$ cat config.mk
export PLATFORM = sky130hd
export DESIGN_NAME = mem_copy_engine
export DESIGN_NICKNAME = d
export VERILOG_FILES = /design/src/rtl/panda_mem_pkg.sv /design/src/rtl/mem_copy_engine.sv
export SDC_FILE = /design/constraint.sdc
export NUM_CORES = 1
export LEC_CHECK = 0
export BUFFER_PORTS_ARGS = -buffer_cell sky130_fd_sc_hd__buf_2
export CAP_MARGIN = 20
export CORE_MARGIN = 2
export CORE_UTILIZATION = 55
export DETAILED_ROUTE_END_ITERATION = 7
export GPL_TIMING_DRIVEN = 0
export PLACE_DENSITY = 0.76
export SLEW_MARGIN = 0
export SYNTH_ARGS = -nofsm -noshare
export SYNTH_HDL_FRONTEND = slang
export SYNTH_SLANG_ARGS = --single-unit
$ cat constraint.sdc
create_clock -name clk -period 5.8 [get_ports clk]
set_input_delay 0.58 -clock clk [delete_from_list [all_inputs] [get_ports clk]]
set_output_delay 0.58 -clock clk [all_outputs]
set_load 0.05 [all_outputs]
$ cat src/rtl/panda_mem_pkg.sv
// Shared types for the memory block-transfer engine.
// State encoding and transfer-mode constants.
package panda_mem_pkg;

    typedef enum logic [1:0] {
        IDLE,
        XFER,
        DONE
    } state_t;

    localparam logic MODE_COPY = 1'b0;
    localparam logic MODE_FILL = 1'b1;

endpackage

$ cat src/rtl/mem_copy_engine.sv
// Memory-port master that copies (memmove, overlap-safe) or fills a
// region one word per clock using async read and sync write.
module mem_copy_engine
    import panda_mem_pkg::*;
#(
    parameter int DATA_PATH_WIDTH = 8,
    parameter int ADDR_WIDTH      = 8
) (
    input  logic                       clk,
    input  logic                       rst_n,
    input  logic                       start,
    input  logic                       mode,
    input  logic [ADDR_WIDTH-1:0]      src_addr,
    input  logic [ADDR_WIDTH-1:0]      dst_addr,
    input  logic [ADDR_WIDTH:0]        length,
    input  logic [DATA_PATH_WIDTH-1:0] fill_value,
    output logic                       busy,
    output logic                       done,
    output logic                       mem_wen,
    output logic [ADDR_WIDTH-1:0]      mem_read_addr,
    output logic [ADDR_WIDTH-1:0]      mem_write_addr,
    output logic [DATA_PATH_WIDTH-1:0] mem_write_data,
    input  logic [DATA_PATH_WIDTH-1:0] mem_read_data
);

    state_t                     state;
    logic                       mode_q;
    logic                       bwd;
    logic [DATA_PATH_WIDTH-1:0] fill_q;
    logic [ADDR_WIDTH:0]        remaining;

    logic [ADDR_WIDTH-1:0]      diff;
    logic [ADDR_WIDTH-1:0]      len_m1;
    logic                       overlap;
    logic [ADDR_WIDTH-1:0]      step;

    // Backward only when the destination starts inside the live source range.
    assign diff    = dst_addr - src_addr;
    assign len_m1  = length[ADDR_WIDTH-1:0] - 1'b1;
    assign overlap = (mode == MODE_COPY)
                   && (diff != '0)
                   && ({1'b0, diff} < length);
    assign step    = bwd ? '1 : ADDR_WIDTH'(1);

    assign mem_write_data = (mode_q == MODE_FILL) ? fill_q : mem_read_data;

    always_ff @(posedge clk) begin
        if (!rst_n) begin
            state          <= IDLE;
            busy           <= 1'b0;
            done           <= 1'b0;
            mem_wen        <= 1'b0;
            mem_read_addr  <= '0;
            mem_write_addr <= '0;
            remaining      <= '0;
            mode_q         <= MODE_COPY;
            fill_q         <= '0;
            bwd            <= 1'b0;
        end else begin
            done <= 1'b0;
            unique case (state)
                IDLE: begin
                    if (start) begin
                        mode_q    <= mode;
                        fill_q    <= fill_value;
                        remaining <= length;
                        bwd       <= overlap;
                        if (length == '0) begin
                            state <= DONE;
                            done  <= 1'b1;
                        end else begin
                            state   <= XFER;
                            busy    <= 1'b1;
                            mem_wen <= 1'b1;
                            if (overlap) begin
                                mem_read_addr  <= src_addr + len_m1;
                                mem_write_addr <= dst_addr + len_m1;
                            end else begin
                                mem_read_addr  <= src_addr;
                                mem_write_addr <= dst_addr;
                            end
                        end
                    end
                end
                XFER: begin
                    remaining <= remaining - 1'b1;
                    if (remaining == (ADDR_WIDTH+1)'(1)) begin
                        state   <= DONE;
                        busy    <= 1'b0;
                        mem_wen <= 1'b0;
                        done    <= 1'b1;
                    end else begin
                        mem_read_addr  <= mem_read_addr + step;
                        mem_write_addr <= mem_write_addr + step;
                    end
                end
                DONE: begin
                    state <= IDLE;
                end
                default: begin
                    state <= IDLE;
                end
            endcase
        end
    end

endmodule
Word-level counts from Yosys, hierarchy flattened:

Cells that the tools add are included.

* add/subtract/negate cells: 7
* multiply operators: 0
* divide/modulo/power cells: 0
* magnitude comparators: 1
* equal/unequal tests: 6
* shifts and indexed selects: 0
* multiplexer cells: 26
* bitwise gates (word level): 1
* reduce and logical (&&, ||, !) cells: 11

Operators with widths (number)
* 2-to-1 mux 8 bit: 10
* adder 8 bit: 4
* one-hot mux 8 bit (2 select lines): 2
* one-hot mux 9 bit (2 select lines): 1
* == test 9 x 1 -> 1 bit, second input constant: 1
* logical NOT 9 bit: 1
* < comparator 8 x 9 -> 1 bit: 1
* 2-to-1 mux 9 bit: 1
* subtractor 9 x 1 -> 9 bit, second input constant: 1
* inequality test 2 bit, second input constant: 4
* AND reduction 4 bit: 2
* nonzero test 8 bit: 1
* subtractor 8 x 1 -> 8 bit, second input constant: 1
* subtractor 8 bit: 1
* 2-to-1 mux 1 bit: 6
* 2-to-1 mux 2 bit: 3
* AND reduction 2 bit: 3
* one-hot mux 1 bit (2 select lines): 2
* one-hot mux 2 bit (2 select lines): 1
* == test 2 x 1 -> 1 bit, second input constant: 1
* logical AND 1 bit: 2
* logical NOT 2 bit: 1
* nonzero test 2 bit: 1
* NOT 1 bit: 1

* register bits: 39
* latch bits: 0
* RAM bits: 0
* ROM bits: 0
* output and inout bits: 27
* word-level logic and storage cells: 61
* memories: 0

Longest topological paths before layout:

* depth after elaboration: 8
* depth in mapped cells: 20

Worst setup path after synthesis:

No wires, ideal clock.

* path kind: input to register
* start point: input dst_addr[0]
* end point: register mem_read_addr[4]
* arrival time: 3.586 ns
* slack: 2.081 ns
* stages: 20
* buffers on the path: 2
* path through: inv_1 > ha_1 > inv_1 > fa_1 > a211oi_1 > o31ai_1 > a21oi_1 > xor2_1 > inv_1 > ha_1 > a21oi_1 > nand2_1 > a21oi_1 > o221ai_2 > a31oi_4 > buf_6 > buf_6 > nand2_1 > o21ai_1 > a21oi_1

* word-level cells in the longest chain between the ends: 8
* elaborated cells between the ends (all ways): 9

Ends and longest elaborated chain
* start: declaration: line mem_copy_engine.sv:14 `input logic [ADDR_WIDTH-1:0] dst_addr,`
* subtractor 8 bit *: line mem_copy_engine.sv:38 `assign diff = dst_addr - src_addr;`
* branches (longest 2 deep; another with < comparator 8 x 9 -> 1 bit)
* logical AND 1 bit *: line mem_copy_engine.sv:42 `&& ({1'b0, diff} < length);`
* 2-to-1 mux 8 bit *: line mem_copy_engine.sv:75 `if (overlap) begin`
* 2-to-1 mux 8 bit *: line mem_copy_engine.sv:68 `if (length == '0) begin`
* 2-to-1 mux 8 bit *: line mem_copy_engine.sv:63 `if (start) begin`
* one-hot mux 8 bit (2 select lines) *: line mem_copy_engine.sv:61 `unique case (state)`
* end signal: assignment: line mem_copy_engine.sv:76 `mem_read_addr <= src_addr + len_m1;`
* end signal: assignment: line mem_copy_engine.sv:79 `mem_read_addr <= src_addr;`
* end signal: assignment: line mem_copy_engine.sv:93 `mem_read_addr <= mem_read_addr + step;`
* end: declaration: line mem_copy_engine.sv:20 `output logic [ADDR_WIDTH-1:0] mem_read_addr,`

Mark *: on every way between the ends. The select of a mux whose other input is x is not followed.
A chain may end at the register's enable or synchronous reset.

Final worst setup path:

* start point: input dst_addr[0]
* end point: register mem_write_addr[5]

* word-level cells in the longest chain between the ends: 8
* elaborated cells between the ends (all ways): 10

Ends and longest elaborated chain
* branches (longest 4 deep; another with < comparator 8 x 9 -> 1 bit)
* 2-to-1 mux 8 bit *: line mem_copy_engine.sv:75
* 2-to-1 mux 8 bit *: line mem_copy_engine.sv:68
* 2-to-1 mux 8 bit *: line mem_copy_engine.sv:63
* one-hot mux 8 bit (2 select lines) *: line mem_copy_engine.sv:61
* end signal: assignment: line mem_copy_engine.sv:77 `mem_write_addr <= dst_addr + len_m1;`
* end signal: assignment: line mem_copy_engine.sv:80 `mem_write_addr <= dst_addr;`
* end signal: assignment: line mem_copy_engine.sv:94 `mem_write_addr <= mem_write_addr + step;`
* end: declaration: line mem_copy_engine.sv:21 `output logic [ADDR_WIDTH-1:0] mem_write_addr,`

Marked as above.

==> flow_summary.toml <==
[run_status]
status = "completed"

[setup_path]
cpPeakStageDelay_ns = 0.40
crit_fanout = 10
worstSetupPathType = "in2reg"
crit_required_ns = 5.97
crit_buf_inv = 6
critPathTopFamily = "compound AO/OA/AOI/OAI gates"
crit_slowest_cell = "fa_1"
cp-end-kind = "register"
cpMostUsedCell = "a21oi_1"
critical_path.startpoint_type = "input pin"
crit_chain = "buf_2, inv_1, ha_1, inv_1, fa_1, a211oi_1, o31ai_1, a21oi_1, xor2_1, inv_1, ha_1, a21oi_1, nand2_1, a21oi_1, o221ai_2, a31oi_4, buf_6, buf_6, nand2_1, o21ai_1, a21oi_1"
arrival_ns = 4.34

[floorplan]
fp.dieW_microns = 86.42
ioPinCount = 72
fp-row-count = 30
core-area_sq_um = 6681
die_y_microns = 86.42
start_util = 0.5592
die_area_sq_um = 7468

[synth]
async_reset_ff_frac = 0
syn_nets = 564
ys_types = 59
ys_seq_area_frac = 0.2090
synth-compound-area-share = 0.2518
synthFlopType = "dfxtp_1"
synthTopCellsByArea = "dfxtp_1 (21%), ha_1 (14%), a21oi_1 (5.5%)"
synthMuxAreaShare = 0.03751
syn_inst = 471
synth-simple-area-share = 0.1929
synthAdderAreaFrac = 0.1708
netlist_area_sq_um = 3736
ys_warn_count = 0
yosysTopAreaCellShare = 0.2090
synth_area_per_cell_sq_um = 7.932
synth_top_family_by_area = "compound AO/OA/AOI/OAI gates"
synthXorXnorAreaFrac = 0.08138
synth_top_area_cell = "dfxtp_1"
ys_seq_elements = 39
synth_edf_count = 0

[clock_tree]
clk-insertion-delay-late_ns = 0.30
post_cts_buffers = 0
root_buffer = "clkbuf_8"
ctsResizeCount = 0
cts.htree.levels = 2
cts_tree = "yes"
clk_path_buf_depth = 2
cts_buffers = 5
clk_pin_slew_ns = 0.08
clock-sinks = 39
ctsHoldBuffers = 0

[global_route]
grt_pass1_wl_microns = 16260
grt_pass1_vias = 3469
grt-ovfl-total = 0
antenna_found_initial = 0
grt_max_degree = 17
track_usage = 0.2732

[finish]
syn2layout_area_growth_pct = 14.57
fin_area_sq_um = 4280
finalNonFillerCells = 630
final_cell_mix = "buf_2 (72), ha_1 (43), a21oi_1 (41), nand2_1 (41), dfxtp_1 (39)"
final_common_cell = "buf_2"
drive_gt1_frac = 0.1909
layout.nets = 642
n_antenna_cell = 0

[placed_design]
dp_cells = 622
place_congestion = 0.9123
hpwl_microns = 8016
port_buffers = 71
placed_area_sq_um = 4192

[pwr]
p_clk_frac = 0.181
intPower_mw = 0.5757
power.share.sequential = 0.319
p_per_area_nw_per_um2 = 244.4
vdd_drop_max_mv = 0.09135
switching_power_mw = 0.4703
pwr-share-comb = 0.500
swShare = 0.4496
leakage_nw = 1.934

[sta]
finalHoldViolations = 0
fin_hold_ws_ns = 0.4657
rsz0062_at_grt = "no"
finClkSkew_ns = 0.01004
maxSlewViolCount = 0
min_period_over_period = 0.7194
fin_crit_ns = 4.173
max_freq_mhz = 239.7
relSlewSlack = 0.5071
tightest_slew_ns = 0.7325
setup_viol = 0
fin_tns_setup_ns = 0

[drt]
vias = 3726
drc_errors = 0
routed_wl_microns = 9971
avgViaCountPerCell = 5.914
firstDrtPassIters = 5
post_drt_wl_per_cell_microns = 15.83
drt_iter0_drc = 215
final_antenna_net_count = 0

[job]
drv_cap = 0

[worst_hold_path]
hp-class = "reg2reg"
[flip-flops by register name (all words and copies together) (netlist names)]
register        cells
bwd                 1
mem_wen             1
mem_read_addr       8
state               2
done                1
mode_q              1
fill_q              8
mem_write_addr      8
remaining           9
[power by group through the flow]
stage               Combinational (mW)  Sequential (mW)  Clock, mW
floorplan                        0.331            0.396          0
global placement                 0.502            0.337          0
detailed placement               0.517            0.338          0
CTS                              0.520            0.332      0.194
global route                     0.576            0.338      0.204
finish                           0.523            0.333      0.190
[through the flow]
| stage | utilization | power (mW) | setup WS (ns) |
|---|---|---|---|
| after CTS | 0.6406 | 1.046 | 1.677 |
| after global routing | 0.6406 | 1.117 | 1.293 |
| after floorplan | - | 0.7267 | 2.081 |
| final | 0.6406 | 1.046 | 1.627 |
| after detailed placement | 0.6273 | 0.8556 | 1.374 |
| after global placement | 0.6273 | 0.8387 | 1.486 |
[worst paths after layout]
kind / from / to / slack, ns / depth (start not counted)
worst min-delay path: fill_q[5] / fill_q[5] / 0.47 / 2
worst max register to register: bwd / mem_read_addr[7] / 3.01 / 9
worst max-delay path: dst_addr[0] / mem_write_addr[5] / 1.63 / 21
worst min register to register: fill_q[5] / fill_q[5] / 0.47 / 2
[area by class of cell]
type	count	area [sq um]
multi-input combinational	381	2744
fill	593	2401
inverter	34	127.6
timing repair buffer	71	355.3
tap	80	100.1
clock inverter	3	20.02
buffer	17	83.83
clock buffer	5	68.82
sequential	39	780.7
[synthesized netlist by cell type (all sizes together), types with 14 or more instances]
cell type,number
nand2,41
nor2,39
a21boi,17
inv,34
nand3,14
o21ai,30
ha,43
dfxtp,39
a21oi,41
xnor2,18
xor2,15
[cells by family after synthesis]
family	Yosys count
AOI/OAI and AO/OA	143
xor gates and xnor gates	33
adders and majority gates	48
buffers and inverters	51
DFF	39
muxes	13
and+or+nand+nor	144
[per-layer routing]
layer	vias up	wire length [microns]	track usage	share of wire
met4	0	293	0.1037	0.029
met1	1729	4374	0.3632	0.44
met5	-	0	0	0
met3	21	531	0.02571	0.053
li1	1846	-	-	-
met2	130	4772	0.4587	0.48
[worst min-delay path, cell delays in order (launching register included)]
cell and delay (ns):
dfxtp_1 0.32, nand2_1 0.04, a21boi_0 0.06
Power figures use the tool's default switching activity.
